==> config.mk <==
export PLATFORM = sky130hd
export DESIGN_NAME = regfile_wr_arbiter
export DESIGN_NICKNAME = d
export VERILOG_FILES = /design/src/rtl/regfile_wr_arbiter.sv
export SDC_FILE = /design/constraint.sdc
export NUM_CORES = 1
export LEC_CHECK = 0
export ABC_CLOCK_PERIOD_IN_PS = 3850
export BUFFER_PORTS_ARGS = -buffer_cell sky130_fd_sc_hd__buf_2
export CAP_MARGIN = 20
export CORE_MARGIN = 4
export CORE_UTILIZATION = 50
export CTS_CLUSTER_SIZE = 28
export DETAILED_ROUTE_END_ITERATION = 8
export HOLD_SLACK_MARGIN = 0.03
export PLACE_DENSITY = 0.86
export SETUP_SLACK_MARGIN = 0.5
export SLEW_MARGIN = 20
export SYNTH_ARGS = -nofsm -noshare
export SYNTH_HDL_FRONTEND = slang
export SYNTH_SLANG_ARGS = --single-unit
==> constraint.sdc <==
create_clock -name clk -period 3.85 [get_ports clk]
set_input_delay 0.1925 -clock clk [delete_from_list [all_inputs] [get_ports clk]]
set_output_delay 0.1925 -clock clk [all_outputs]
set_load 0.05 [all_outputs]
==> src/rtl/regfile_wr_arbiter.sv <==
// Write-port arbiter for the 32x32 MIPS register file: zeroes r1..r31 after reset,
// then shares the single write port between write-back (A) and the MDU/load unit (B).
module regfile_wr_arbiter #(
  parameter int STARVE_MAX = 4
) (
  input  logic        clk,
  input  logic        rst,
  input  logic        wb_valid,
  input  logic [4:0]  wb_addr,
  input  logic [31:0] wb_data,
  output logic        wb_ready,
  input  logic        mdu_valid,
  input  logic [4:0]  mdu_addr,
  input  logic [31:0] mdu_data,
  output logic        mdu_ready,
  output logic [4:0]  Rd_addr,
  output logic [31:0] Rd_data,
  output logic        RegWrite,
  output logic        init_done
);
  typedef enum logic {CLEAR, RUN} state_e;

  localparam logic [3:0] SMAX = 4'(STARVE_MAX);

  state_e      state_q;
  logic [4:0]  cnt_q;
  logic [3:0]  starve_q, starve_d;
  logic [4:0]  rd_addr_q;
  logic [31:0] rd_data_q;
  logic        regwrite_q, init_done_q;
  logic        grant_a, grant_b;
  logic [4:0]  sel_addr;
  logic [31:0] sel_data;

  // Grants depend only on valids, state and starvation count, never on ready.
  always_comb begin
    grant_a = 1'b0;
    grant_b = 1'b0;
    if (state_q == RUN) begin
      if (mdu_valid && starve_q == SMAX) grant_b = 1'b1;
      else if (wb_valid)                 grant_a = 1'b1;
      else if (mdu_valid)                grant_b = 1'b1;
    end
  end

  always_comb begin
    starve_d = starve_q;
    if (!mdu_valid || grant_b)  starve_d = 4'd0;
    else if (starve_q != SMAX)  starve_d = starve_q + 4'd1;
  end

  assign sel_addr = grant_b ? mdu_addr : wb_addr;
  assign sel_data = grant_b ? mdu_data : wb_data;

  always_ff @(posedge clk or posedge rst) begin
    if (rst) begin
      state_q     <= CLEAR;
      cnt_q       <= 5'd1;
      starve_q    <= 4'd0;
      rd_addr_q   <= 5'd0;
      rd_data_q   <= 32'd0;
      regwrite_q  <= 1'b0;
      init_done_q <= 1'b0;
    end else begin
      case (state_q)
        CLEAR: begin
          regwrite_q <= 1'b1;
          rd_addr_q  <= cnt_q;
          rd_data_q  <= 32'd0;
          cnt_q      <= cnt_q + 5'd1;
          if (cnt_q == 5'd31) begin
            state_q     <= RUN;
            init_done_q <= 1'b1;
          end
        end
        RUN: begin
          starve_q <= starve_d;
          if (grant_a || grant_b) begin
            rd_addr_q  <= sel_addr;
            rd_data_q  <= sel_data;
            // r0 is hardwired zero: accept the request but drop the write.
            regwrite_q <= (sel_addr != 5'd0);
          end else begin
            regwrite_q <= 1'b0;
          end
        end
        default: state_q <= CLEAR;
      endcase
    end
  end

  assign wb_ready  = grant_a;
  assign mdu_ready = grant_b;
  assign Rd_addr   = rd_addr_q;
  assign Rd_data   = rd_data_q;
  assign RegWrite  = regwrite_q;
  assign init_done = init_done_q;
endmodule

==> out/results.txt, run 1 <==
status: complete, no violations
syn_nets: 386
Critical Path AT: 2.46 ns
post-synthesis mux area share: 0.0124
vias in the first global route: 2,536
fraction of layout cells with a size suffix above 1: 0.422
Final Hold Viols: 0
Synth Area in XOR/XNOR: 0.00962
Synth top area share: 0.440
RSZ-0062 raised after global routing: false
total gr overflow: 0
CTS tree: yes
register area: 1230 µm²
Final Skew: 0.00663 ns
Max Fanout on Critical Path: 35
Synth Area in Compound Gates: 0.283
root buffer cell: clkbuf_8
sequential area share after synthesis: 0.449
Worst R2R End: Rd_addr[1]
Final Non-Filler Cells: 475
Clock transition at path regs: 0.09 ns
met2 routed WL: 3.42 mm
wl on met1: 2.99 mm
CP max-delay cell: and3_4
DRC: 0
worst reg2reg setup slack: 1.58 ns
Worst-Skew Late Latency: 0.30 ns
pre-CTS WS: 1.51 ns
DRT antenna net count: 0
Clock Tree Buf Depth: 2
ys async rst share: 1.00
Yosys reg bits: 49
Die X: 81.9 µm
element type at the critical path end: output port
largest family of logic cells by synthesized area: compound AO/OA/AOI/OAI gates
RR Startpoint: starve_q[0]
Post-Synth Adder-Cell Area: 0.0183
final period utilization: 0.689
Die ar.: 6710 µm²
placeable core area: 5200 µm²
Routed wire per std cell: 14.9 µm
most used flip-flop cell after synthesis: dfrtp_1
cell area after placement: 3270 µm²
H-tree depth: 2
Synth warnings: 0
port bufs: 118
DP HPWL: 4.96 mm
drt via density: 5.49
post-CTS sizing: 0
footprint of the multi-input gates: 1330 µm²
fin util: 0.645
number of DRC markers in iteration 0: 148
Hold WC Path Type: in -> async
diode count: 0
max-slew violations: 0
largest net degree at the start of global routing: 55
Initial Utilization: 0.525
maximum vdd drop: 0.244 mV
GPL Wtd Cong: 0.772
Nets: 486
pwr/cell area: 380 nW/µm²
WP buf/inv: 2
fill count: 470
startpoint types: register
first-pass GRT wire length: 11.4 mm
Synth Area in Simple Gates: 0.159
total vias in the final route: 2,609
Final TNS setup: 0 ns
final wirelength: 7.07 mm
cts hold-fix bufs: 0
CP Cell Sequence: inv_1 -> ha_1 -> nand4b_4 -> and3_4 -> buf_2
metal3 WL: 526 µm
Synth cell types: 37
Final Cell Area: 3360 µm²
Mapped Area: 2730 µm²
row count: 26
top layer in use: met4
Final min period: 2.65 ns
worst stage delay on the critical path: 0.67 ns
Crit path max-delay family: simple AND/OR/NAND/NOR gates
critical path class: reg -> out
gr usage total: 0.218
Num CTS Buffers: 5
area delta synth->final: 22.9%
Area contributors post-synth: dfrtp_1, nand2_1, a21oi_2
Leak: 1.64 nW
Inst Count DP: 467
Fmax: 377 MHz
Max-Cap Viols: 0
postcts setup bufs: 0
antenna violations before repair: 0
leading area contributor after synthesis: dfrtp_1
IO Pins: 119
total iterations of the first detailed-routing run: 4
final worst slack: 1.20 ns
slew margin rel.: 0.426
critical path data required time: 3.66 ns
Worst-Margin Slew: 0.860 ns
final setup vio count: 0
clk sinks: 49
Die Ht: 81.9 µm
Synth Area per Inst: 8.99 µm²
number of synthesized flops with an enable pin: 0
worst reg2reg path depth: 5
Synth Instances: 304
-- synth_stat cells (2+ instances only) --
library cell / instances
clkbuf_1: 14
ha_1: 4
nor3_1: 2
buf_4: 2
nand2_1: 75
buf_2: 5
mux2_2: 3
o21ai_1: 33
and3_1: 3
inv_1: 3
dfrtp_1: 48
nand3_1: 3
or4_1: 2
a21oi_2: 30
a21o_1: 3
o211ai_1: 3
a21oi_1: 7
buf_6: 7
a31oi_1: 34
nor2_1: 4
xnor2_1: 3
-- cell type report --
class,instances,share of cell area
clock inverters,3,0.00522
multi-input cells,223,0.395
flip-flops and latches,49,0.366
well taps,70,0.0261
repair buffers,121,0.183
clock buffers,5,0.0205
inverters,4,0.00484
-- metal layers --
| metal | up-vias | GRT usage |
|---|---|---|
| met4 | 0 | 0.0814 |
| met5 | - | 0 |
| met1 | 1213 | 0.271 |
| met2 | 105 | 0.376 |
| met3 | 13 | 0.0384 |
| li1 | 1278 | - |
-- kinds of logic (layout without fill, tap and decap cells) --
group,after synthesis,after routing
AO/OA/AOI/OAI,116,116
AND/OR/NAND/NOR,97,97
flip-flops,49,49
buffers and inverters,32,133
adder cells (fa/ha/maj),4,4
XOR/XNOR,3,3
multiplexers,3,3
-- power by group --
part | internal [mW] | switching (mW) | leakage (nW)
Clock | 0.126 | 0.170 | 0.0439
Sequential | 0.558 | 0.0242 | 0.601
Combinational | 0.116 | 0.283 | 1.00
-- per-stage QoR --
stage	power [mW]	hold slack (ns)
6_report	1.28	0.0398
3_3_place_gp	0.984	0.401
3_5_place_dp	0.994	0.406
2_1_floorplan	0.883	0.315
5_1_grt	1.34	0.0954
4_1_cts	1.29	0.0893
-- placed cells by master, fill, tap and decap left out, types with 2 or more instances in the layout --
cell	netlist	layout
clkbuf_8	0	5
ha_1	4	4
nor2_1	4	4
a21oi_2	30	29
dfrtp_1	48	47
o21ai_1	33	33
xnor2_1	3	3
a31oi_1	34	34
a21o_1	3	3
or4_1	2	2
o211ai_1	3	3
mux2_2	3	3
a21oi_1	7	7
buf_4	2	3
and3_1	3	3
nor3_1	2	2
nand2_1	75	75
nand3_1	3	3
buf_2	5	118
inv_1	3	2
clkinv_2	0	3
-- flip-flops by register name, indices dropped and copies added, names as in the netlist --
| register | flops |
|---|---|
| Rd_addr | 5 |
| Rd_data | 32 |
| state_q | 1 |
| init_done | 1 |
| RegWrite | 1 |
| starve_q | 4 |
| cnt_q | 5 |
-- worst max path at each step --
| stage | start | end | cells past startpoint |
|---|---|---|---|
| 3_3_place_gp | starve_q[0] | wb_ready | 5 |
| 2_1_floorplan | starve_q[0] | Rd_addr[2] | 8 |
| 5_1_grt | starve_q[0] | wb_ready | 5 |
| 3_5_place_dp | starve_q[0] | wb_ready | 5 |
| 4_1_cts | starve_q[0] | wb_ready | 5 |
| 6_report | starve_q[0] | wb_ready | 5 |
Note: power is estimated with default switching activity, not from simulation.
==> run 2: changes to the inputs <==
ABC_AREA = 1   (was unset)
ABC_CLOCK_PERIOD_IN_PS = 2160   (was 3850)
CORE_UTILIZATION = 42   (was 50)
PLACE_DENSITY = 0.78   (was 0.86)
clock period = 2.16 ns   (was 3.85 ns; I/O delays follow)
==> run 2 against run 1 <==
Via count shrank 3.7%. Clock skew is essentially flat. Sequential power grew 86%. Synthesized cell count shrank 5.3%. Register-to-register slack lost 1.1 ns. Hold slack gained 0.065 ns. Synthesized area shrank 7.1%. Sequential share of layout area shrank 3.6 points. Clock-buffer cell count grew 3.
==> out/results.txt, run 2 <==
status: complete, no violations
row count: 28
clk sinks: 49
Nets: 507
DP HPWL: 4.86 mm
fraction of layout cells with a size suffix above 1: 0.526
Mapped Area: 2540 µm²
element type at the critical path end: output port
placeable core area: 5890 µm²
Final Skew: 0.00618 ns
number of DRC markers in iteration 0: 102
fill count: 489
startpoint types: register
Inst Count DP: 473
Crit path max-delay family: buffers and inverters
Synth cell types: 26
Final Non-Filler Cells: 501
Worst-Margin Slew: 0.571 ns
Die Ht: 85.7 µm
crit path capture: mdu_ready
maximum vdd drop: 0.347 mV
worst reg2reg setup slack: 0.49 ns
final setup vio count: 0
DRC: 0
max-slew violations: 0
largest net degree at the start of global routing: 27
CTS tree: yes
worst reg2reg path depth: 14
Clk network pwr share: 0.193
WP buf/inv: 5
footprint of the multi-input gates: 1310 µm²
synth cell count leaders: nor2_1, nand2_1, dfrtp_1
pwr/cell area: 701 nW/µm²
Logic pwr share: 0.392
critical path data required time: 2.05 ns
final wirelength: 7.30 mm
register area: 1230 µm²
vias in the first global route: 2,467
worst stage delay on the critical path: 0.40 ns
DRT antenna net count: 0
most common cell after layout, fill and taps aside: buf_2
Critical Path AT: 1.56 ns
Hold WC Path Type: in -> reg
sw power: 1.01 mW
CP max-delay cell: dfrtp_1
gr usage total: 0.194
Die ar.: 7350 µm²
number of synthesized flops with an enable pin: 0
GPL Wtd Cong: 0.887
Routed wire per std cell: 14.6 µm
Final min period: 1.67 ns
Synth Instances: 288
sequential area share after synthesis: 0.484
Synth Area per Inst: 8.81 µm²
Leak: 1.88 nW
Clock Tree Buf Depth: 2
critical path class: reg -> out
area delta synth->final: 46.8%
leading area contributor after synthesis: dfrtp_1
RR Startpoint: starve_q[0]
Pwr Total: 2.61 mW
H-tree depth: 2
Fmax: 598 MHz
most frequent cells in the layout: buf_2, nor2_1, dfrtp_1, nand2_1, nand2_2
antenna violations before repair: 0
Clock transition at path regs: 0.08 ns
syn_nets: 370
first-pass GRT wire length: 11.3 mm
Worst-Skew Late Latency: 0.29 ns
IO Pins: 119
most used flip-flop cell after synthesis: dfrtp_1
Max Fanout on Critical Path: 5
sw frac: 0.386
final period utilization: 0.774
Area contributors post-synth: dfrtp_1, nor2_1, nand2_1
Synth top area share: 0.473
Yosys reg bits: 49
max FFs per register: 32
slew margin rel.: 0.619
port bufs: 118
Pint: 1.60 mW
total vias in the final route: 2,512
ys async rst share: 1.00
Synth warnings: 0
Final Hold Viols: 0
diode count: 0
drt via density: 5.01
CP Cell Sequence: inv_2 -> ha_4 -> nand2_2 -> inv_2 -> nand2_4 -> nand2_4 -> nand2_8 -> inv_8 -> buf_12 -> buf_12
Num CTS Buffers: 5
total gr overflow: 0
sequential share of power: 0.415
Critical path origin: starve_q[0]
Worst R2R End: RegWrite
top-count cell post-synth: nor2_1
total iterations of the first detailed-routing run: 4
RSZ-0062 raised after global routing: true
root buffer cell: clkbuf_8
Initial Utilization: 0.431
Max-Cap Viols: 0
Die X: 85.7 µm
Final TNS setup: 0 ns
Crit path depth: 10
## run 2: cell count changes after synthesis, moves of 10 or more
| cell | change |
|---|---|
| o31ai_2 | +10 |
| o21ai_1 | -33 |
| nand3_1 | +10 |
| nand2_1 | -15 |
| nand2_2 | +11 |
| a21oi_2 | -30 |
| inv_1 | +10 |
| a31oi_1 | -34 |
| clkbuf_1 | -14 |
| o31ai_1 | +22 |
| nor2_1 | +65 |
## run 2: worst min-delay path by stage
stage | start | end | slack, ns | cells past startpoint
detailed placement | rst | Rd_data[7] | 0.20 | 2
global route | wb_data[0] | Rd_data[0] | 0.1 | 3
CTS | wb_data[26] | Rd_data[26] | 0.08 | 3
floorplan | mdu_valid | starve_q[0] | 0.24 | 2
global placement | rst | Rd_data[3] | 0.20 | 2
finish | wb_data[23] | Rd_data[23] | 0.10 | 3
## run 2: kinds of logic after synthesis
family,count (synthesis),share of synthesized area
xor gates and xnor gates,3,0.0104
adders and majority gates,4,0.0197
AOI/OAI and AO/OA,42,0.137
and+or+nand+nor,159,0.266
DFF,49,0.484
buffers and inverters,31,0.0828
## run 2: timing repair
item / in CTS / in global routing
setup buffers: 8 / 8
setup endpoints to repair: 40 / 40
gates resized for setup: 34 / 50
hold endpoints to repair: 25 / 0
hold buffers: 1 / 0
cloned: 2 / 1
pin swaps: 2 / 12
## run 2: power groups by stage
stage	Clock, mW	Combinational, mW	Sequential, mW
floorplan	0	0.281	1.41
global placement	0	0.806	1.09
detailed placement	0	0.818	1.10
CTS	0.534	0.909	1.08
global route	0.571	1.09	1.09
finish	0.504	1.02	1.08
## run 2: metrics by stage
step	utilization	hold slack, ns	instance area [µm²]	worst slack (ns)
final	0.633	0.105	3730	0.488
after global routing	0.633	0.0981	3730	0.391
after floorplan	-	0.243	2540	0.603
after CTS	0.587	0.0834	3460	0.468
after global placement	0.537	0.198	3160	0.369
after detailed placement	0.537	0.196	3160	0.319
## run 2: final cells by class
cell class | instances | share of cell area
Clock buffer | 8 | 0.0215
Inverter | 16 | 0.0248
Multi-Input combinational cell | 208 | 0.351
Sequential cell | 49 | 0.330
Tap cell | 75 | 0.0252
Timing Repair Buffer | 143 | 0.242
Timing Repair inverter | 2 | 0.00604
## run 2: routing by layer
metal	GRT usage	part of all wire	vias to the layer above
met1	0.235	0.40	1183
met3	0.0442	0.069	18
li1	-	-	1209
met5	0	0	-
met2	0.333	0.50	102
met4	0.0777	0.023	0
## run 2: worst reg2reg max path, delay by kind of cell (launching register included)
kind | cells | cell delay [ns]
AND/OR/NAND/NOR | 8 | 0.62
flip-flops | 1 | 0.38
adder cells (fa/ha/maj) | 1 | 0.15
buffers and inverters | 5 | 0.41
==> run 3: changes to the inputs <==
ABC_AREA = 0   (was 1)
ABC_CLOCK_PERIOD_IN_PS = 1400   (was 2160)
CORE_UTILIZATION = 43   (was 42)
clock period = 1.4 ns   (was 2.16 ns; I/O delays follow)
==> run 3 against run 2 <==
The run now ends with negative setup slack left. Sequential cell count unchanged. First-iteration DRC count increased by 130%. Non-clock buffer count grew 82. Wire length is 57% higher. Setup slack lost 0.68 ns. Clock power grew 140%. Total power increased by 72%. Critical path type unchanged. Largest power group unchanged.
==> out/results.txt, run 3 (synthesized netlist as in run 1, its figures left out) <==
critical path class: reg -> out
DRT antenna net count: 0
Die ar.: 7690 µm²
GPL Wtd Cong: 0.838
total vias in the final route: 3,337
row count: 28
max FFs per register: 32
pwr/cell area: 884 nW/µm²
CTS tree: yes
vias in the first global route: 3,383
Die X: 87.7 µm
element type at the critical path end: output port
final worst slack: -0.197 ns
clk sinks: 49
Worst-Margin Slew: 0.470 ns
largest net degree at the start of global routing: 39
DRC: 0
IO Pins: 119
slew margin rel.: 0.686
fin util: 0.844
Final Cell Area: 5090 µm²
Fmax: 626 MHz
DP HPWL: 5.76 mm
final wirelength: 11.4 mm
Final Hold Viols: 0
drt via density: 5.70
max-slew violations: 0
total iterations of the first detailed-routing run: 5
CP Cell Sequence: inv_2 -> ha_4 -> nand3b_4 -> a21oi_4 -> buf_12 -> buf_12
Final min period: 1.60 ns
placeable core area: 6030 µm²
met2 routed WL: 5.94 mm
final setup vio count: 44
most frequent cells in the layout: buf_2, nand2_1, buf_6
Final Skew: 0.0130 ns
final period utilization: 1.14
startpoint types: register
status: finished, violations left
fraction of layout cells with a size suffix above 1: 0.531
most common cell after layout, fill and taps aside: buf_2
worst stage delay on the critical path: 0.40 ns
fill count: 307
Leak: 2.40 nW
metal3 WL: 829 µm
root buffer cell: clkbuf_8
wl on met1: 4.22 mm
Worst-Skew Late Latency: 0.31 ns
critical path data required time: 1.33 ns
RSZ-0062 raised after global routing: true
Critical Path AT: 1.53 ns
antenna violations before repair: 0
register area: 1230 µm²
Clock Tree Buf Depth: 2
maximum vdd drop: 0.586 mV
Hold WC Path Type: in -> reg
Routed wire per std cell: 19.5 µm
Clock transition at path regs: 0.10 ns
WP buf/inv: 3
Initial Utilization: 0.453
worst reg2reg setup slack: -0.20 ns
number of DRC markers in iteration 0: 237
Max Fanout on Critical Path: 4
diode count: 0
port bufs: 118
total gr overflow: 0
gr usage total: 0.267
Nets: 591
H-tree depth: 2
footprint of the multi-input gates: 1590 µm²
area delta synth->final: 86.2%
first-pass GRT wire length: 16.2 mm
violated checks: negative setup slack
Die Ht: 87.7 µm
CP most frequent cell: buf_12
Pwr Total: 4.50 mW
Max-Cap Viols: 0
top layer in use: met4
cell area after placement: 3670 µm²
Num CTS Buffers: 5
Crit path max-delay family: flip-flops
CP max-delay cell: dfrtp_1
## run 3: cell count changes in the layout (fill, tap and decap cells not counted), moves of 15 or more
| cell | previous run | this run |
|---|---|---|
| o31ai_2 | 17 | 0 |
| a21oi_2 | 1 | 28 |
| nor2_1 | 58 | 4 |
| buf_6 | 2 | 53 |
| a31oi_1 | 0 | 32 |
| dlygate4sd3_1 | 1 | 46 |
| buf_4 | 16 | 34 |
| nand2_1 | 47 | 62 |
| o21ai_1 | 2 | 21 |
| buf_2 | 116 | 77 |
## run 3: routing by layer
metal / GRT usage / up-vias
met2: 0.484 / 207
li1: - / 1499
met5: 0 / -
met1: 0.309 / 1591
met3: 0.0583 / 40
met4: 0.0948 / 0
## run 3: where the power goes
group	internal (mW)	switching, mW	total, mW
clock network	0.710	0.515	1.23
logic	0.713	0.923	1.64
registers	1.54	0.101	1.64
## run 3: final timing paths
| path | startpoint | to | depth (start not counted) |
|---|---|---|---|
| worst min-delay path | wb_data[16] | Rd_data[16] | 3 |
| max in group asynchronous | rst | cnt_q[0] | 4 |
| worst max-delay path | starve_q[1] | mdu_ready | 6 |
| min in group asynchronous | rst | Rd_addr[4] | 4 |
| worst min register to register | cnt_q[3] | cnt_q[3] | 1 |
| worst max register to register | starve_q[1] | Rd_data[8] | 9 |
## run 3: metrics by stage
step,hold slack (ns),setup WS [ns],TNS (ns),instances
finish,0.0288,-0.197,-6.03,585
global route,0.0310,-0.260,-8.99,585
CTS,0.0309,-0.177,-5.27,569
detailed placement,0.0902,-0.0750,-1.48,502
global placement,0.0807,-0.0437,-0.850,502
floorplan,0.106,-0.104,-3.05,304
## run 3: area by class of cell
type,count,area share
multi-input combinational,224,0.312
clock buffer,5,0.0135
inverter,4,0.00418
tap,75,0.0184
clock inverter,3,0.0128
sequential,49,0.241
timing repair buffer,225,0.398
## run 3: what timing repair did
action | CTS | global route
hold buffers | 46 | 0
pin swaps | 4 | 19
setup endpoints to repair | 89 | 91
gates resized for setup | 94 | 48
endpoints found under the hold margin | 50 | 0
cloned | 3 | 3
setup buffers | 10 | 13
## run 3: worst min-delay path: cells and delay by family
family | cells | cell delay, ns
AO/OA/AOI/OAI | 2 | 0.14
buffers and inverters | 1 | 0.10
